### config.mk
export PLATFORM = sky130hd
export DESIGN_NAME = alu_seq_unit
export DESIGN_NICKNAME = d
export VERILOG_FILES = /design/src/rtl/alu_seq_unit.sv
export SDC_FILE = /design/constraint.sdc
export NUM_CORES = 1
export LEC_CHECK = 0
export ABC_AREA = 0
export BUFFER_PORTS_ARGS = -buffer_cell sky130_fd_sc_hd__buf_2
export CORE_MARGIN = 1
export CORE_UTILIZATION = 55
export DETAILED_ROUTE_END_ITERATION = 6
export PLACE_DENSITY = 0.78
export SETUP_SLACK_MARGIN = 0.15
export SLEW_MARGIN = 20
export SYNTH_ARGS = -nofsm -noshare
export SYNTH_HDL_FRONTEND = slang
export SYNTH_SLANG_ARGS = --single-unit
### constraint.sdc
create_clock -name i_clk -period 3.6 [get_ports i_clk]
set_input_delay 0.54 -clock i_clk [delete_from_list [all_inputs] [get_ports i_clk]]
set_output_delay 0.54 -clock i_clk [all_outputs]
set_load 0.005 [all_outputs]
### src/rtl/alu_seq_unit.sv
// alu_seq_unit: execute-stage ALU with ALU-control decode, registered result
// under a valid/ready handshake, and an optional iterative unsigned multiplier.
// Build option: define ALU_MULTU_EN to include the MULTU shift-add engine
// (func 0x19). Without it, func 0x19 decodes as illegal and o_hi is tied to 0.
module alu_seq_unit #(
  parameter int WIDTH   = 32,
  parameter int SHAMT_W = 5
) (
  input  logic               i_clk,
  input  logic               i_rst,
  input  logic               i_valid,
  output logic               o_ready,
  input  logic [1:0]         i_aluOp,
  input  logic [5:0]         i_func,
  input  logic [WIDTH-1:0]   i_a,
  input  logic [WIDTH-1:0]   i_b,
  input  logic [SHAMT_W-1:0] i_shamt,
  output logic [WIDTH-1:0]   o_result,
  output logic [WIDTH-1:0]   o_hi,
  output logic               o_zero,
  output logic               o_valid,
  output logic               o_illegal,
  output logic [3:0]         o_aluControl
);

  localparam logic [3:0] CTRL_AND  = 4'b0000;
  localparam logic [3:0] CTRL_OR   = 4'b0001;
  localparam logic [3:0] CTRL_ADD  = 4'b0010;
  localparam logic [3:0] CTRL_XOR  = 4'b0011;
  localparam logic [3:0] CTRL_SLTU = 4'b0101;
  localparam logic [3:0] CTRL_SUB  = 4'b0110;
  localparam logic [3:0] CTRL_SLT  = 4'b0111;
  localparam logic [3:0] CTRL_SLL  = 4'b1000;
  localparam logic [3:0] CTRL_SRA  = 4'b1001;
  localparam logic [3:0] CTRL_NOR  = 4'b1100;
  localparam logic [3:0] CTRL_ILL  = 4'b1110;
  localparam logic [3:0] CTRL_SRL  = 4'b1111;
`ifdef ALU_MULTU_EN
  localparam logic [3:0] CTRL_MULTU = 4'b1010;
`endif

  logic [3:0]       dec_ctrl;
  logic             dec_illegal;
  logic [WIDTH-1:0] alu_res;
  logic             accept;

  logic [WIDTH-1:0] result_q, result_d;
  logic             zero_q, zero_d;
  logic             valid_q, valid_d;
  logic             illegal_q, illegal_d;
  logic [3:0]       ctrl_q, ctrl_d;

`ifdef ALU_MULTU_EN
  typedef enum logic {ST_IDLE, ST_MUL} state_t;

  state_t             state_q, state_d;
  logic [2*WIDTH-1:0] acc_q, acc_d;     // {partial high, shifting multiplier/low}
  logic [WIDTH-1:0]   mcand_q, mcand_d;
  logic [SHAMT_W-1:0] cnt_q, cnt_d;
  logic [WIDTH-1:0]   hi_q, hi_d;
  logic [WIDTH:0]     mul_sum;
  logic [2*WIDTH-1:0] acc_step;
  logic               dec_is_mul;

  assign o_ready    = (state_q == ST_IDLE);
  assign o_hi       = hi_q;
  assign dec_is_mul = (dec_ctrl == CTRL_MULTU);
`else
  assign o_ready = 1'b1;
  assign o_hi    = '0;
`endif

  assign accept       = i_valid && o_ready;
  assign o_result     = result_q;
  assign o_zero       = zero_q;
  assign o_valid      = valid_q;
  assign o_illegal    = illegal_q;
  assign o_aluControl = ctrl_q;

  // ALU-control decode from op class and func field
  always_comb begin
    dec_ctrl    = CTRL_ADD;
    dec_illegal = 1'b0;
    case (i_aluOp)
      2'b00: dec_ctrl = CTRL_ADD;
      2'b01: dec_ctrl = CTRL_SUB;
      2'b11: dec_ctrl = CTRL_SLT;
      default: begin
        case (i_func)
          6'h20: dec_ctrl = CTRL_ADD;
          6'h22: dec_ctrl = CTRL_SUB;
          6'h24: dec_ctrl = CTRL_AND;
          6'h25: dec_ctrl = CTRL_OR;
          6'h26: dec_ctrl = CTRL_XOR;
          6'h27: dec_ctrl = CTRL_NOR;
          6'h2A: dec_ctrl = CTRL_SLT;
          6'h2B: dec_ctrl = CTRL_SLTU;
          6'h00: dec_ctrl = CTRL_SLL;
          6'h02: dec_ctrl = CTRL_SRL;
          6'h03: dec_ctrl = CTRL_SRA;
`ifdef ALU_MULTU_EN
          6'h19: dec_ctrl = CTRL_MULTU;
`endif
          default: begin
            dec_ctrl    = CTRL_ILL;
            dec_illegal = 1'b1;
          end
        endcase
      end
    endcase
  end

  // Single-cycle datapath; shifts act on operand a, illegal yields zero
  always_comb begin
    alu_res = '0;
    case (dec_ctrl)
      CTRL_ADD:  alu_res = i_a + i_b;
      CTRL_SUB:  alu_res = i_a - i_b;
      CTRL_AND:  alu_res = i_a & i_b;
      CTRL_OR:   alu_res = i_a | i_b;
      CTRL_XOR:  alu_res = i_a ^ i_b;
      CTRL_NOR:  alu_res = ~(i_a | i_b);
      CTRL_SLT:  alu_res = {{(WIDTH-1){1'b0}}, ($signed(i_a) < $signed(i_b))};
      CTRL_SLTU: alu_res = {{(WIDTH-1){1'b0}}, (i_a < i_b)};
      CTRL_SLL:  alu_res = i_a << i_shamt;
      CTRL_SRL:  alu_res = i_a >> i_shamt;
      CTRL_SRA:  alu_res = $unsigned($signed(i_a) >>> i_shamt);
      default:   alu_res = '0;
    endcase
  end

  // Next-state: accept handling, multiplier iteration and result capture
  always_comb begin
    result_d  = result_q;
    zero_d    = zero_q;
    illegal_d = illegal_q;
    ctrl_d    = ctrl_q;
    valid_d   = 1'b0;
`ifdef ALU_MULTU_EN
    state_d  = state_q;
    acc_d    = acc_q;
    mcand_d  = mcand_q;
    cnt_d    = cnt_q;
    hi_d     = hi_q;
    // Add multiplicand into the high half when the current multiplier bit
    // (acc LSB) is set, then shift the whole accumulator right by one.
    mul_sum  = {1'b0, acc_q[2*WIDTH-1:WIDTH]} + (acc_q[0] ? {1'b0, mcand_q} : '0);
    acc_step = {mul_sum, acc_q[WIDTH-1:1]};
`endif

    if (accept) begin
      ctrl_d = dec_ctrl;
`ifdef ALU_MULTU_EN
      if (dec_is_mul) begin
        state_d = ST_MUL;
        acc_d   = {{WIDTH{1'b0}}, i_b};
        mcand_d = i_a;
        cnt_d   = '0;
      end else
`endif
      begin
        valid_d   = 1'b1;
        result_d  = alu_res;
        zero_d    = (alu_res == '0);
        illegal_d = dec_illegal;
      end
    end

`ifdef ALU_MULTU_EN
    // o_ready is low in MUL, so this never overlaps an accept
    if (state_q == ST_MUL) begin
      acc_d = acc_step;
      cnt_d = cnt_q + SHAMT_W'(1);
      if (cnt_q == SHAMT_W'(WIDTH-1)) begin
        state_d   = ST_IDLE;
        valid_d   = 1'b1;
        result_d  = acc_step[WIDTH-1:0];
        hi_d      = acc_step[2*WIDTH-1:WIDTH];
        zero_d    = (acc_step[WIDTH-1:0] == '0);
        illegal_d = 1'b0;
      end
    end
`endif
  end

  // State and output registers with synchronous reset (also aborts MULTU)
  always_ff @(posedge i_clk) begin
    if (i_rst) begin
      result_q  <= '0;
      zero_q    <= 1'b0;
      valid_q   <= 1'b0;
      illegal_q <= 1'b0;
      ctrl_q    <= 4'b0000;
`ifdef ALU_MULTU_EN
      state_q   <= ST_IDLE;
      acc_q     <= '0;
      mcand_q   <= '0;
      cnt_q     <= '0;
      hi_q      <= '0;
`endif
    end else begin
      result_q  <= result_d;
      zero_q    <= zero_d;
      valid_q   <= valid_d;
      illegal_q <= illegal_d;
      ctrl_q    <= ctrl_d;
`ifdef ALU_MULTU_EN
      state_q   <= state_d;
      acc_q     <= acc_d;
      mcand_q   <= mcand_d;
      cnt_q     <= cnt_d;
      hi_q      <= hi_d;
`endif
    end
  end

endmodule

==> results of run 1 <==
-- cell families after synthesis --
kind of cell / share of synthesized area [%]
buf+inv: 10.5
xor+xnor: 1.56
simple gates: 22.1
compound gates: 32.9
flops: 6.60
fa+ha+maj: 10.7
other cells: 0.0635
mux: 15.6
-- what timing repair did --
item,in CTS
setup buffers,9
setup endpoints to repair,10
resized for setup,57
pin swaps,21
-- per-stage QoR --
stage                     hold slack [ns]  utilization (%)  worst slack [ns]  setup TNS, ns  cells
after floorplan                     0.459                -             0.156              0   1657
after global placement              0.466             77.3            -0.747          -2.09   2430
after detailed placement            0.475             77.3            -0.812          -3.88   2430
after CTS                           0.484             79.5            -0.107         -0.107   2447
-- routing by layer --
metal  GRT overflow  global-route usage (%)
met1              0                    69.3
met2             17                    83.3
met3              0                    56.4
met4             10                    64.6
met5              0                    24.3
==> results.toml, run 1 <==
[status]
outcome = "stopped before the end"
lastStage = "global routing (5_1_grt)"
tool.error = "[ERROR GRT-0232] Routing congestion too high. Check the congestion heatmap in the GUI."

[placed_design]
gp_congestion = 1.42
placedInstanceArea_um2 = 16300
dpl.hpwl_um = 48700
numPortBuffers = 118

[clock_tree]
postCtsHoldBufs = 0
htreeDepth = 2
clk_path_buf_depth = 2
cts_made_buffers = 5
numClockSinks = 39
root_buffer = "clkbuf_16"

[die]
chipHeight_um = 149
rows = 53
ios = 152
initial_core_util_pct = 56.2
die_w_um = 149

[synthesis]
synthCells = 1626
ys_types = 95
async_reset_ff_share_pct = 0
synth.most_common_cell = "nor2_1"
synth_area_per_cell_um2 = 7.27
ys.warnings.count = 0
synth_seq_cells = 39
synth_sequential_area_ratio_pct = 6.60
synth_area_leaders = "mux4_2 11%, ha_1 10%, dfxtp_1 6.6%, nor2_1 6.5%, a21oi_1 5.4%"
synth_edf_count = 0
synth_top_area_share_pct = 11.2
synth_top_cells_by_count = "205 x nor2_1, 128 x a21oi_1, 112 x nand2_1"
synth_area_um2 = 11800
yosysTopAreaCell = "mux4_2"
ys.flop_type = "dfxtp_1"

[global_route]
grt_max_degree = 71
grt_usage_pct = 68.6
gr-total-overflow = 27
==> run 2, diff against run 1 <==
Settings changed: CORE_UTILIZATION 55 to 40, PLACE_DENSITY 0.78 to unset, PLACE_DENSITY_LB_ADDON set to 0.15, SETUP_SLACK_MARGIN 0.15 to unset.
Clock period 3.6 ns to 4.7 ns, I/O delays scaled along.
==> run 2 against run 1 <==
Against the previous run:
- the run now ends clean
- synthesized cell count did not move
- synthesized area is the same
==> results.toml, run 2 <==
[final_layout]
instances_no_fill = 2216
syn_to_final_growth_pct = 18.1
diodes = 0
nets = 2011
final_cell_mix = "205 x nor2_1, 199 x buf_4, 128 x a21oi_1"
largest_reg_flops = 32
drive_gt1_share_pct = 24.1
final_common_cell = "nor2_1"
fin_util_pct = 48.4

[timing]
slew_viol_final = 0
slew_headroom_pct = 25.3
fmax_mhz = 224
postLayoutSetupSlackWorst_ns = 0.231
period_needed_ns = 4.47
rsz0062_at_grt = "no"
period_share_pct = 95.1
finalClockSkew_ns = 0
worst_pin_slew_ns = 1.12
hold_viol_final = 0
setup_viol = 0

[placed_design]
gp_congestion = 1.12
numPortBuffers = 118
dpl.hpwl_um = 52300
place_ws_ns = -0.0856
dp.cells = 2208

[synthesis]
synth.most_common_cell = "nor2_1"
ys_types = 95
synth_edf_count = 0
ys.flop_type = "dfxtp_1"
synth_area_per_cell_um2 = 7.27
synth_seq_cells = 39
async_reset_ff_share_pct = 0
synthCells = 1626
yosysTopAreaCell = "mux4_2"
synth_area_um2 = 11800
synth_top_cells_by_count = "205 x nor2_1, 128 x a21oi_1, 112 x nand2_1"
synth_sequential_area_ratio_pct = 6.60
synth_top_area_share_pct = 11.2
ys.warnings.count = 0
synth_area_leaders = "mux4_2 11%, ha_1 10%, dfxtp_1 6.6%, nor2_1 6.5%, a21oi_1 5.4%"

[detailed_routing]
vias = 14942
routedWlPerCell_um = 28.7
drt_iter0_drc = 2090
antenna_left = 0
drtPass1Iterations = 7
drc = 0
wl_um = 63700
viasPerCell = 6.74

[global_route]
grt_usage_pct = 41.3
gr-total-overflow = 0
grt_max_degree = 76
grt_pass1_vias = 13719
antenna_found_initial = 1
grt_pass1_wl_um = 93200

[power_and_ir_drop]
p_seq_share_pct = 15.0
vdd_drop_max_mv = 0.129
p_sw_mw = 1.20
power.internal_mw = 1.28
clkPwrFrac_pct = 15.7
swShare_pct = 48.5
p_leak_nw = 6.10
power_frac_comb_pct = 69.3
pwr_density_cell_nw_per_um2 = 178

[clock_tree]
clk_path_buf_depth = 2
cts_made_buffers = 5
clkLatencyLatePin_ns = 0.28
root_buffer = "clkbuf_16"
clkTransAtPathRegs_ns = 0.06
numClockSinks = 39
htreeDepth = 2
cts_tree = "yes"
postCtsHoldBufs = 0

[critical_path]
crit_path_end_kind = "register"
crit_chain = "buf_2 > inv_1 > fa_1 > o21bai_1 > buf_4 > o2111ai_1 > a311oi_1 > buf_4 > a211o_1 > o21ai_0 > a221o_1 > a211oi_2 > nand4_1 > or4_1 > nor4_1 > nand3_1 > o21ai_1"
crit_path_top_delay_cell = "or4_1"
worstSetupPathType = "in2reg"
r2r_end = "o_result[24]"
rr_startpoint = "o_result[24]"
crit_path_start_kind = "input pin"
cp-startpoint = "i_a[1]"
crit_end = "o_zero"
r2r_cells = 2
r2r_slack_ns = 3.97
cpPeakStageDelay_ns = 0.54
crit_fanout = 5
arrival_ns = 4.68
cp_common_cell = "buf_4"
cp.required_ns = 4.91

[die]
initial_core_util_pct = 41.0
core_area_um2 = 28900
dieArea_um2 = 30200
ios = 152
rows = 62
chipHeight_um = 174
die_w_um = 174

[worst_hold_path]
min_path_cells = 2
hp-class = "reg2reg"

[flow_run]
maxCapViolations = 0

[status]
outcome = "finished, final reports clean"
## run 2: cell counts after synthesis
No cell type changed its count.
## run 2: kinds of logic (layout without fill, tap and decap cells)
kind of cell	after synthesis	after routing	share of synthesized area [%]
buf+inv	263	438	10.5
simple gates	549	549	22.1
mux	108	108	15.6
xor+xnor	21	21	1.56
fa+ha+maj	100	100	10.7
other cells	2	33	0.0635
flops	39	39	6.60
compound gates	544	544	32.9
## run 2: per-layer routing
metal	GRT usage (%)	wire length (um)	up-vias
met5	0	0	-
li1	-	-	6525
met4	20.9	3900	0
met2	61.3	26600	1039
met3	8.71	7150	204
met1	56.1	26000	7174
## run 2: power groups by stage
stage / Combinational, mW / Clock [mW] / Sequential [mW]
after global routing: 1.81 / 0.411 / 0.375
after CTS: 1.65 / 0.398 / 0.371
after detailed placement: 1.64 / 0 / 0.378
after floorplan: 0.950 / 0 / 0.380
after global placement: 1.64 / 0 / 0.378
final: 1.72 / 0.389 / 0.371
## run 2: critical path: cells and delay by family
| kind | cells | cell delay (ns) |
|---|---|---|
| and+or+nand+nor | 4 | 1.13 |
| AOI/OAI and AO/OA | 8 | 1.74 |
| buffers and inverters | 4 | 0.64 |
| adders and majority gates | 1 | 0.46 |
## run 2: layout make-up
class	instances	area (um^2)
Fill cell	3057	14900
Multi-Input combinational cell	1355	9950
Timing Repair Buffer	319	2150
Sequential cell	39	781
Tap cell	384	480
Inverter	111	417
Clock buffer	6	139
Clock inverter	2	35.0
## run 2: timing repair
item                                   in CTS  in global routing
endpoints found under the hold margin       0                  0
buffers inserted                            0                  0
resized for setup                           0                  2
setup endpoints to repair                   0                  1
## run 2: per-stage QoR
step / power [mW] / setup TNS, ns / hold slack, ns / area [um^2]
finish: 2.48 / 0 / 0.469 / 14000
global placement: 2.02 / -0.0677 / 0.463 / 13800
global route: 2.59 / 0 / 0.489 / 14000
CTS: 2.42 / 0 / 0.473 / 13900
detailed placement: 2.02 / -0.0856 / 0.464 / 13800
floorplan: 1.33 / 0 / 0.459 / 11900
## run 2: how the worst min path moves through the flow
stage / end / startpoint / slack, ns
global placement: o_result[12] / o_result[12] / 0.46
finish: o_zero / o_zero / 0.47
CTS: o_zero / o_zero / 0.47
global route: o_zero / o_zero / 0.49
floorplan: o_zero / o_zero / 0.46
detailed placement: o_zero / o_zero / 0.46
Power figures use the tool's default switching activity.
==> run 3, diff against run 2 <==
Clock period 4.7 ns to 5.8 ns, I/O delays scaled along.
==> run 3 against run 2 <==
Against the previous run:
- the run now ends with design-rule violations left
- power decreased by 22%
- register-to-register slack gained 1.0 ns
- clock power is 6.2% lower
- via count down 3.0%
- clock-buffer cell count stayed put
- combinational power shrank 26%
- sequential power is 18% lower
- cell area decreased by 7.7%
- worst setup slack gained 0.38 ns
- routed wire length increased by 0.97%
- global-route usage increased by 0.16 points
- final cell count shrank 6.3%
- critical path type unchanged
- largest cell class unchanged
==> results.toml, run 3 (synthesized netlist as in run 2, its figures left out) <==
[detailed_routing]
vias = 14500
drtPass1Iterations = 7
antenna_left = 0
routedWlPerCell_um = 31.0
viasPerCell = 6.98
drt_iter0_drc = 2202
wl_um = 64300
drc = 1

[worst_hold_path]
hp-class = "reg2reg"

[final_layout]
fill_cells = 3073
nets = 1871
syn_to_final_growth_pct = 9.03
largest_reg_flops = 32
regArea_um2 = 781
final_common_cell = "nor2_1"
final_cell_mix = "204 x nor2_1, 128 x a21oi_1, 116 x buf_2"
drive_gt1_share_pct = 17.8
multi_input_area_um2 = 9950
instances_no_fill = 2077
fin_util_pct = 44.7

[clock_tree]
root_buffer = "clkbuf_16"
numClockSinks = 39
postCtsHoldBufs = 0
cts-resized-gates = 0
clkLatencyLatePin_ns = 0.28
clkTransAtPathRegs_ns = 0.06
post_cts_buffers = 0
htreeDepth = 2
clk_path_buf_depth = 2
cts_made_buffers = 5
cts_tree = "yes"

[timing]
postLayoutSetupSlackWorst_ns = 0.608
setup_viol = 0
hold_viol_final = 0
rsz0062_at_grt = "no"
finalClockSkew_ns = 0
worst_pin_slew_ns = 1.07
fmax_mhz = 193
slew_viol_final = 0
tns_ns = 0
hold-worst-slack_ns = 0.485
period_share_pct = 89.5
slew_headroom_pct = 27.7
period_needed_ns = 5.19

[global_route]
grt_usage_pct = 41.4
grt_max_degree = 71
grt_pass1_wl_um = 92600
gr-total-overflow = 0
antenna_found_initial = 0
grt_pass1_vias = 13134

[critical_path]
r2r_slack_ns = 4.98
worstSetupPathType = "in2reg"
r2r_cells = 2
r2r_end = "o_result[14]"
rr_startpoint = "o_result[14]"
crit_fanout = 11
crit_path_start_kind = "input pin"
cp.required_ns = 6.01
arrival_ns = 5.40
crit_path_end_kind = "register"
cp-startpoint = "i_a[4]"
crit_end = "o_zero"

[power_and_ir_drop]
pwr_density_cell_nw_per_um2 = 151
power.internal_mw = 0.970
vdd_drop_max_mv = 0.0878
p_leak_nw = 5.42
p_seq_share_pct = 15.6
p_sw_mw = 0.971
power_frac_comb_pct = 65.5
swShare_pct = 50.0
clkPwrFrac_pct = 18.8

[die]
ios = 152
chipHeight_um = 174
core_area_um2 = 28900
dieArea_um2 = 30200
die_w_um = 174
initial_core_util_pct = 41.0
rows = 62

[flow_run]
maxCapViolations = 0

[placed_design]
dp.cells = 2068
gp_congestion = 1.10
place_ws_ns = 0.448
dpl.hpwl_um = 51700
numPortBuffers = 118

[status]
violations = "design-rule violations"
outcome = "complete, but fails checks"
-- run 3: area by class of cell --
type                    count  area share, %
well taps                 384           3.73
diodes                      1         0.0194
flip-flops and latches     39           6.06
clock inverters             2          0.466
inverters                 111           3.23
repair buffers            179           8.27
multi-input cells        1355           77.2
clock buffers               6           1.00
-- run 3: worst max-delay path, cell delays in order --
cell	delay (ns)
buf_2	0.24
inv_1	0.13
ha_1	0.50
inv_1	0.27
o2bb2ai_1	0.76
o2111ai_1	0.35
a21oi_1	0.47
o31ai_1	0.18
o21ai_0	0.57
a2111oi_0	0.31
nand2_1	0.14
a21oi_1	0.09
nor4_1	0.33
nand3_1	0.11
o21ai_1	0.07
-- run 3: worst min path at each step --
stage,end,startpoint,cells past startpoint,slack (ns)
floorplan,o_zero,o_zero,2,0.46
global placement,o_illegal,o_illegal,2,0.46
detailed placement,o_illegal,o_illegal,2,0.47
CTS,o_illegal,o_illegal,2,0.48
global route,o_result[29],o_result[29],2,0.49
finish,o_result[29],o_result[29],2,0.48
-- run 3: per-stage QoR --
| step | power, mW | area (um^2) |
|---|---|---|
| 2_1_floorplan | 1.08 | 11900 |
| 3_3_place_gp | 1.53 | 12700 |
| 3_5_place_dp | 1.52 | 12700 |
| 4_1_cts | 1.89 | 12900 |
| 5_1_grt | 2.02 | 12900 |
| 6_report | 1.94 | 12900 |
-- run 3: power groups by stage --
| stage | combinational (mW) | sequential [mW] | clock (mW) |
|---|---|---|---|
| 6_report | 1.27 | 0.304 | 0.365 |
| 5_1_grt | 1.34 | 0.306 | 0.377 |
| 4_1_cts | 1.22 | 0.303 | 0.367 |
| 3_5_place_dp | 1.21 | 0.309 | 0 |
| 3_3_place_gp | 1.22 | 0.309 | 0 |
| 2_1_floorplan | 0.770 | 0.308 | 0 |
-- run 3: metal layers --
metal,GRT usage [%],part of all wire [%],vias to the layer above
li1,-,-,6223
met1,57.3,41,6962
met2,61.5,42,1161
met3,9.45,12,154
met4,17.5,5.0,0
met5,0,0,-
